==> config.mk <==
export PLATFORM = sky130hd
export DESIGN_NAME = uart_rx_os4_flat
export DESIGN_NICKNAME = d
export VERILOG_FILES = /design/src/rtl/uart_rx_os4_if.sv /design/src/rtl/uart_rx_os4.sv /design/src/flat_wrapper.sv
export SDC_FILE = /design/constraint.sdc
export NUM_CORES = 1
export LEC_CHECK = 0
export CAP_MARGIN = 20
export CORE_UTILIZATION = 47
export CTS_CLUSTER_DIAMETER = 40
export DETAILED_ROUTE_END_ITERATION = 12
export PLACE_DENSITY_LB_ADDON = 0.12
export SYNTH_ARGS = -nofsm -noshare
export SYNTH_HDL_FRONTEND = slang
export SYNTH_SLANG_ARGS = --single-unit
==> constraint.sdc <==
create_clock -name clk -period 1.6 [get_ports clk]
set_input_delay 0.32 -clock clk [delete_from_list [all_inputs] [get_ports clk]]
set_output_delay 0.32 -clock clk [all_outputs]
set_load 0.02 [all_outputs]
==> src/rtl/uart_rx_os4_if.sv <==
// Bus-side holding-register port of the 4x-oversampling UART receiver.
// The receiver drives the byte and status; the consumer drives accept and overrun-clear.
interface uart_rx_os4_if #(
  parameter int DATA_BITS = 8
);
  logic [DATA_BITS-1:0] rx_data;
  logic                 rx_ferr;
  logic                 rx_valid;
  logic                 rx_ready;
  logic                 rx_ovr;
  logic                 ovr_clr;

  modport master (
    output rx_data, rx_ferr, rx_valid, rx_ovr,
    input  rx_ready, ovr_clr
  );

  modport slave (
    input  rx_data, rx_ferr, rx_valid, rx_ovr,
    output rx_ready, ovr_clr
  );
endinterface

==> src/rtl/uart_rx_os4.sv <==
// 8N1 UART receiver sampling rxd on a 4x baud strobe, with a one-entry
// valid/ready holding register, per-byte frame error and sticky overrun.
module uart_rx_os4 #(
  parameter int DATA_BITS = 8
) (
  input  logic           clk,
  input  logic           rst,
  input  logic           baudtick_i,
  input  logic           rxd_i,
  output logic           busy_o,
  uart_rx_os4_if.master  rx_if
);
  localparam int BW = $clog2(DATA_BITS);
  localparam logic [BW-1:0] LAST_BIT = BW'(DATA_BITS - 1);

  typedef enum logic [2:0] {IDLE, START, DATA, STOP, BRK} state_t;

  state_t               state_q;
  logic [1:0]           sync_q;
  logic [1:0]           tick_cnt_q;
  logic [BW-1:0]        bit_cnt_q;
  logic                 busy_q;
  logic [DATA_BITS-1:0] shift_q;
  logic [DATA_BITS-1:0] data_q, data_d;
  logic                 ferr_q, ferr_d;
  logic                 valid_q, valid_d;
  logic                 ovr_q, ovr_d;

  logic rxd_s, xfer, stop_smp, load, ovr_set, shift_en;

  always_comb begin
    rxd_s    = sync_q[1];
    xfer     = valid_q & rx_if.rx_ready;
    stop_smp = baudtick_i && (state_q == STOP) && (tick_cnt_q == 2'd3);
    shift_en = baudtick_i && (state_q == DATA) && (tick_cnt_q == 2'd3);
    load     = stop_smp && (!valid_q || xfer);
    ovr_set  = stop_smp && valid_q && !xfer;
  end

  always_ff @(posedge clk or posedge rst) begin
    if (rst) begin
      sync_q     <= 2'b11;
      state_q    <= IDLE;
      tick_cnt_q <= 2'd0;
      bit_cnt_q  <= '0;
      busy_q     <= 1'b0;
    end else begin
      sync_q <= {sync_q[0], rxd_i};
      if (baudtick_i) begin
        case (state_q)
          IDLE: if (!rxd_s) begin
            state_q    <= START;
            tick_cnt_q <= 2'd0;
            busy_q     <= 1'b1;
          end
          START: begin
            if (tick_cnt_q == 2'd2) begin
              if (rxd_s) begin
                state_q <= IDLE;
                busy_q  <= 1'b0;
              end else begin
                state_q    <= DATA;
                tick_cnt_q <= 2'd0;
                bit_cnt_q  <= '0;
              end
            end else begin
              tick_cnt_q <= tick_cnt_q + 2'd1;
            end
          end
          DATA: begin
            tick_cnt_q <= tick_cnt_q + 2'd1;
            if (tick_cnt_q == 2'd3) begin
              bit_cnt_q <= bit_cnt_q + BW'(1);
              if (bit_cnt_q == LAST_BIT) begin
                state_q    <= STOP;
                tick_cnt_q <= 2'd0;
              end
            end
          end
          STOP: begin
            tick_cnt_q <= tick_cnt_q + 2'd1;
            if (tick_cnt_q == 2'd3) begin
              // A low stop bit parks in BRK so a held-low line is not re-read as start bits
              if (rxd_s) begin
                state_q <= IDLE;
                busy_q  <= 1'b0;
              end else begin
                state_q <= BRK;
              end
            end
          end
          BRK: if (rxd_s) begin
            state_q <= IDLE;
            busy_q  <= 1'b0;
          end
          default: begin
            state_q <= IDLE;
            busy_q  <= 1'b0;
          end
        endcase
      end
    end
  end

  always_ff @(posedge clk) begin
    if (shift_en) shift_q <= {rxd_s, shift_q[DATA_BITS-1:1]};
  end

  always_comb begin
    data_d  = data_q;
    ferr_d  = ferr_q;
    valid_d = valid_q;
    ovr_d   = ovr_q;
    if (load) begin
      data_d  = shift_q;
      ferr_d  = !rxd_s;
      valid_d = 1'b1;
    end else if (xfer) begin
      valid_d = 1'b0;
    end
    if (ovr_set)            ovr_d = 1'b1;
    else if (rx_if.ovr_clr) ovr_d = 1'b0;
  end

  always_ff @(posedge clk or posedge rst) begin
    if (rst) begin
      data_q  <= '0;
      ferr_q  <= 1'b0;
      valid_q <= 1'b0;
      ovr_q   <= 1'b0;
    end else begin
      data_q  <= data_d;
      ferr_q  <= ferr_d;
      valid_q <= valid_d;
      ovr_q   <= ovr_d;
    end
  end

  assign rx_if.rx_data  = data_q;
  assign rx_if.rx_ferr  = ferr_q;
  assign rx_if.rx_valid = valid_q;
  assign rx_if.rx_ovr   = ovr_q;
  assign busy_o         = busy_q;
endmodule

==> src/flat_wrapper.sv <==
// flat-port wrapper written by rule: the top's interface ports become plain ports
module uart_rx_os4_flat 
#(
  parameter int DATA_BITS = 8
)
  (clk, rst, baudtick_i, rxd_i, busy_o, rx_if_rx_data, rx_if_rx_ferr, rx_if_rx_valid, rx_if_rx_ovr, rx_if_rx_ready, rx_if_ovr_clr);
  uart_rx_os4_if #(.DATA_BITS(DATA_BITS)) rx_if_i ();
  input  logic clk;
  input  logic rst;
  input  logic baudtick_i;
  input  logic rxd_i;
  output logic busy_o;
  output wire logic [$bits(rx_if_i.rx_data)-1:0] rx_if_rx_data;
  output wire logic [$bits(rx_if_i.rx_ferr)-1:0] rx_if_rx_ferr;
  output wire logic [$bits(rx_if_i.rx_valid)-1:0] rx_if_rx_valid;
  output wire logic [$bits(rx_if_i.rx_ovr)-1:0] rx_if_rx_ovr;
  input wire logic [$bits(rx_if_i.rx_ready)-1:0] rx_if_rx_ready;
  input wire logic [$bits(rx_if_i.ovr_clr)-1:0] rx_if_ovr_clr;
  assign rx_if_rx_data = rx_if_i.rx_data;
  assign rx_if_rx_ferr = rx_if_i.rx_ferr;
  assign rx_if_rx_valid = rx_if_i.rx_valid;
  assign rx_if_rx_ovr = rx_if_i.rx_ovr;
  assign rx_if_i.rx_ready = rx_if_rx_ready;
  assign rx_if_i.ovr_clr = rx_if_ovr_clr;
  uart_rx_os4 #(.DATA_BITS(DATA_BITS)) u_core (.clk(clk), .rst(rst), .baudtick_i(baudtick_i), .rxd_i(rxd_i), .busy_o(busy_o), .rx_if(rx_if_i));
endmodule
==> run metrics, run 1 <==
status finished, final reports clean; most common cell after layout, fill and taps aside dfrtp_1; Required @ worst endpoint roughly 1.8 ns; leading area contributor after synthesis dfrtp_1; CP bufs+invs 1; Starting DRT DRC Count 12; CP arrival 1.78 ns; slowest cell delay on critical path roughly 0.5 ns; CP max FO 3; most frequent cells in the layout dfrtp_1, buf_4, dlygate4sd2_1; drt wl/cell 14.77 um; RSZ-0062 raised after global routing yes; final wirelength 2.466 mm; total chip power about 0.0031 W; Top-Level Pins 18; Final setup viols 0; synthesis-to-finish area growth 33.33%; Post-route DRC 0; Crit-path slowest cell or3b_2; Worst-path clk slew 0.10 ns; chip height roughly 54 um; initial antenna violation count 0; worst ir drop on vdd around 1.2 mV; dpl cells between 150 and 200; Crit path max-delay family simple AND/OR/NAND/NOR gates; post-DP HPWL 1.666 mm; sequential cell area fraction in the yosys report 61.79%; Fillers between 200 and 250; Max-Cap Viols 0; CTS Hold Buffers Added 0; worst hold path class primary input to async pin; mean post-synth cell area ~13 um2; area share of the largest cell type after synthesis about two fifths; clock skew 0.01301 ns; maximum root-to-sink buffer count 2; fin cells roughly 170; Core Util, Final between 60% and 70%; Post-synth EDFFs 8; clk sink count 30; total congestion overflow 0; vias in the first global route 830; Yosys reg bits 30; CTS tree yes; Pleak 0.7729 nW; Final Max Tran Viols 0; asr flop ratio synth 73.33%; power density over cell area about 1800 nW/um2; Starting Density 50.89%; RD Place Congestion around 0.8; Worst Setup Slack, final about 0.027 ns; Synth area leaders dfrtp_1, edfxtp_1, mux2_2; antenna cells 0; fin crit period between 1.5 and 2 ns; largest net degree at the start of global routing 23; Vias per Instance roughly 5.3; global-route wire length before repair between 3 and 4 mm; H-tree levels 2; clock latency on the worst-skew pair roughly 0.33 ns; pre-CTS setup slack -0.2263 ns; type of the worst setup path register to register; FP Rows 18; Slew @ Worst Pin between 0.2 and 0.3 ns; count of input and output buffers 17; fmax about 640 MHz; Syn Nets around 110; Core Area ~2500 um2; Pre-antenna DRT Iters 4; number of buffers created by CTS 5; CTS root buf clkbuf_4; Die W roughly 54 um; final hold violation count 0; Via Count 882; ANT nets after route 0; Setup crit end kind register; GRT Overall Usage 19.36%; Total Neg Setup Slack 0 ns; Post-Syn Instances between 90 and 100; Distinct cells, synth 30; synthesized area roughly 1300 um2; Worst slew margin between 80% and 90%; Cell Chain, Critical Path inv_1, ha_1, or3b_2, a21oi_4, o22ai_1; Synth Flop Type dfrtp_1; share of cells above drive strength 1 27.74%; yosys synthesis warning count 0; Startpoint Class register; period utilization ~100%; layout net count 146; Die ar. between 2000 and 3000 um2
==> flip-flops by register name, indices dropped and copies added (netlist names) <==
name / count
u_core.tick_cnt_q: 2
u_core.busy_o: 1
u_core.shift_q: 8
u_core.rx_if.rx_ferr: 1
u_core.rx_if.rx_valid: 1
u_core.sync_q: 2
u_core.state_q: 3
u_core.rx_if.rx_ovr: 1
u_core.rx_if.rx_data: 8
u_core.bit_cnt_q: 3
==> report_power, final <==
| part | internal, W | leakage, nW | total, W | switching, W |
|---|---|---|---|---|
| clock network | 0.000325 | 0.0399 | 0.000589 | 0.000264 |
| registers | 0.00103 | 0.331 | 0.00120 | 0.000171 |
| logic | 0.000652 | 0.402 | 0.00130 | 0.000650 |
| total | 0.00200 | 0.773 | 0.00309 | 0.00109 |
==> synthesized netlist by cell type, types with 2 or more instances <==
cell and instances:
nor2_1 2, nand2_1 8, nand2b_1 3, o22ai_1 6, a21oi_1 2, clkbuf_1 2, o31ai_1 2, a31oi_1 3
dfstp_2 2, ha_1 4, mux2i_1 3, inv_1 10, dfrtp_1 20, a22oi_1 2, edfxtp_1 8, mux2_2 8
==> timing repair <==
item / in CTS / in global routing
setup endpoints to repair: 22 / 11
resized for setup: 14 / 5
buffers inserted: 0 / 1
pin swaps: 0 / 1
gates cloned: 0 / 1
==> cell families (layout without fill, tap and decap cells) <==
logic type | after synthesis | count (layout) | share of synthesized area, %
muxes | 11 | 11 | 9.357
AOI/OAI and AO/OA | 22 | 22 | 11.70
adders and majority gates | 4 | 4 | 3.899
buffers and inverters | 13 | 51 | 4.094
and+or+nand+nor | 19 | 19 | 9.162
DFF | 30 | 30 | 61.79
==> final cells by class <==
class,count,area [um2],share of cell area (%)
Timing Repair Buffer,33,282.8,16.52
Clock buffer,6,41.29,2.412
Sequential cell,30,793.3,46.35
Multi-Input combinational cell,56,485.5,28.36
Inverter,10,37.54,2.193
Clock inverter,2,33.78,1.974
Tap cell,30,37.54,2.193
==> through the flow <==
| step | hold WS, ns | cell area [um2] |
|---|---|---|
| detailed placement | 0.3476 | 1610 |
| CTS | 0.3291 | 1678 |
| global route | 0.3410 | 1712 |
| finish | 0.3198 | 1712 |
| floorplan | 0.3077 | 1313 |
| global placement | 0.3537 | 1610 |
==> worst paths after layout <==
| path | startpoint | to | slack (ns) | cells past startpoint |
|---|---|---|---|---|
| max in group asynchronous | rst | u_core.sync_q[0] | 1.00 | 3 |
| worst max register to register | u_core.tick_cnt_q[0] | u_core.bit_cnt_q[2] | 0.03 | 5 |
| min in group clk | u_core.sync_q[0] | u_core.sync_q[1] | 0.36 | 0 |
| worst min-delay path | rst | u_core.rx_if.rx_data[3] | 0.32 | 3 |
| worst min register to register | u_core.sync_q[0] | u_core.sync_q[1] | 0.36 | 0 |
| worst max-delay path | u_core.tick_cnt_q[0] | u_core.bit_cnt_q[2] | 0.03 | 5 |
==> per-layer routing <==
| layer | track usage (%) | routed length, um | up-vias |
|---|---|---|---|
| met1 | 25.00 | 1227 | 429 |
| met4 | 7.692 | 47 | 0 |
| met2 | 29.07 | 1085 | 17 |
| met3 | 7.500 | 105 | 5 |
| li1 | - | - | 431 |
| met5 | 0 | 0 | - |
==> worst min-delay path, cell delays in order <==
cell and delay (ns):
clkdlybuf4s50_1 0.40, inv_1 0.05, buf_4 0.27
Note: power is estimated with default switching activity, not from simulation.
==> run 2, diff against run 1 <==
Settings changed: SKIP_CTS_REPAIR_TIMING set to 1.
==> run 2 against run 1 <==
Total power is 1.9% higher. Die area stayed put. Setup slack better by 0.033 ns. Cell area is 2.6% higher. Largest cell class unchanged. Sequential cell count stayed put. Via count is 3.6% higher. Final cell count stayed put. Sequential share of layout area is 1.2 points lower. Highest routed layer unchanged. Critical path type unchanged. Utilization is 1.7 points higher. Fmax is 2.1% higher. Clock skew hardly changed.
==> run metrics, run 2 (synthesis results as in run 1) <==
status finished, final reports clean; Crit-path slowest cell dfrtp_1; H-tree levels 2; Total Neg Setup Slack 0 ns; largest net degree at the start of global routing 23; synthesis-to-finish area growth 36.74%; fin cells approximately 170; count of input and output buffers 17; Startpoint Class register; combinational power share a little over two fifths; vias in the first global route ~850; Core Area 2522 um2; Met2 Routed Length 1.155 mm; power density over cell area ~1800 nW/um2; CTS root buf clkbuf_4; Int Pwr about 0.0021 W; Final setup viols 0; Pleak 0.8800 nW; Via Count roughly 910; reg2reg path depth 5; CP bufs+invs 1; fmax about 650 MHz; Slew @ Worst Pin around 0.28 ns; met3 wire len about 100 um; Max-Cap Viols 0; Setup crit end kind register; ANT nets after route 0; Final Max Tran Viols 0; Worst slew margin between 80 and 90%; final hold slack roughly 0.33 ns; Cell Chain, Critical Path ha_4, nand2_4, nor4b_4, buf_4, mux2_4; Vias per Instance 5.473; dpl cells ~160; wl on met1 1.191 mm; CTS tree yes; most common cell after layout, fill and taps aside dfrtp_1; Sw Ratio approximately a third; Core Util, Final 69.59%; most frequent cells in the layout dfrtp_1, buf_4, dlymetal6s2s_1; CP max FO 4; FP Rows 18; layout net count 146; final wirelength around 2.5 mm; worst hold path class primary input to async pin; chip height about 54 um; worst ir drop on vdd about 1.4 mV; Crit path max-delay family flip-flops; Starting DRT DRC Count 15; share of cells above drive strength 1 between 20% and 30%; post-DP HPWL between 1.5 and 2 mm; drt wl/cell around 15 um; Top Layer Used met4; reported net switching power 0.001082 W; global-route wire length before repair 3.788 mm; clock latency on the worst-skew pair approximately 0.33 ns; Required @ worst endpoint 1.82 ns; clock skew about 0.013 ns; R2R setup slack 0.06 ns; RD Place Congestion between 0.8 and 0.9; clk sink count 30; Worst Setup SP u_core.tick_cnt_q[0]; FF-to-FF Start u_core.tick_cnt_q[0]; GRT Overall Usage between 10% and 20%; Seq pwr share between 30% and 40%; period utilization around 96%; antenna cells 0; maximum root-to-sink buffer count 2; Die W around 54 um; fin crit period 1.540 ns; number of buffers created by CTS 5; initial antenna violation count 0; Worst-path clk slew 0.10 ns; Post-route DRC 0; pre-CTS setup slack -0.2263 ns; CP arrival 1.76 ns; power share of the clock group a little under a fifth; Reg-to-Reg End u_core.rx_if.rx_data[4]; Top-Level Pins 18; Fillers ~190; Starting Density about half; type of the worst setup path register to register; total congestion overflow 0; slowest cell delay on critical path ~0.42 ns; final hold violation count 0; Die ar. 2944 um2; Worst Setup Slack, final around 0.06 ns; Pre-antenna DRT Iters 4
[run 2: layout make-up]
type                    instances  area [um2]  share of cell area, %
clock buffers                   6       41.29                  2.352
inverters                      10       37.54                  2.138
flip-flops and latches         30       793.3                  45.19
well taps                      30       37.54                  2.138
repair buffers                 33       324.1                  18.46
multi-input cells              56       488.0                  27.80
clock inverters                 2       33.78                  1.924
[run 2: power by group through the flow]
stage	clock (W)	sequential, W	combinational [W]
after CTS	0.000599	0.00120	0.00133
after floorplan	0	0.00134	0.000664
after global placement	0	0.00120	0.00130
final	0.000583	0.00120	0.00136
after detailed placement	0	0.00122	0.00132
after global routing	0.000634	0.00124	0.00149
[run 2: tightest hold or removal path, delay by kind of cell]
family	cells	cell delay (ns)
buffers and inverters	3	0.72
[run 2: worst max-delay path by stage]
| stage | to | slack, ns | depth (start not counted) |
|---|---|---|---|
| 5_1_grt | u_core.rx_if.rx_data[4] | -0.02 | 5 |
| 3_5_place_dp | u_core.rx_if.rx_data[5] | -0.23 | 5 |
| 4_1_cts | busy_o | -0.08 | 1 |
| 3_3_place_gp | u_core.rx_if.rx_data[6] | -0.21 | 5 |
| 6_report | u_core.rx_if.rx_data[4] | 0.06 | 5 |
| 2_1_floorplan | u_core.rx_if.rx_data[1] | -0.06 | 4 |
[run 2: metal layers]
metal	GRT usage, %	vias to the layer above
li1	-	436
met1	24.64	452
met2	27.85	20
met3	7.778	6
met4	9.829	0
met5	0	-
[run 2: through the flow]
step / power [W] / instance area [um2]
6_report: 0.003148 / 1755
3_3_place_gp: 0.002505 / 1610
3_5_place_dp: 0.002542 / 1610
2_1_floorplan: 0.002005 / 1313
5_1_grt: 0.003368 / 1755
4_1_cts: 0.003134 / 1685
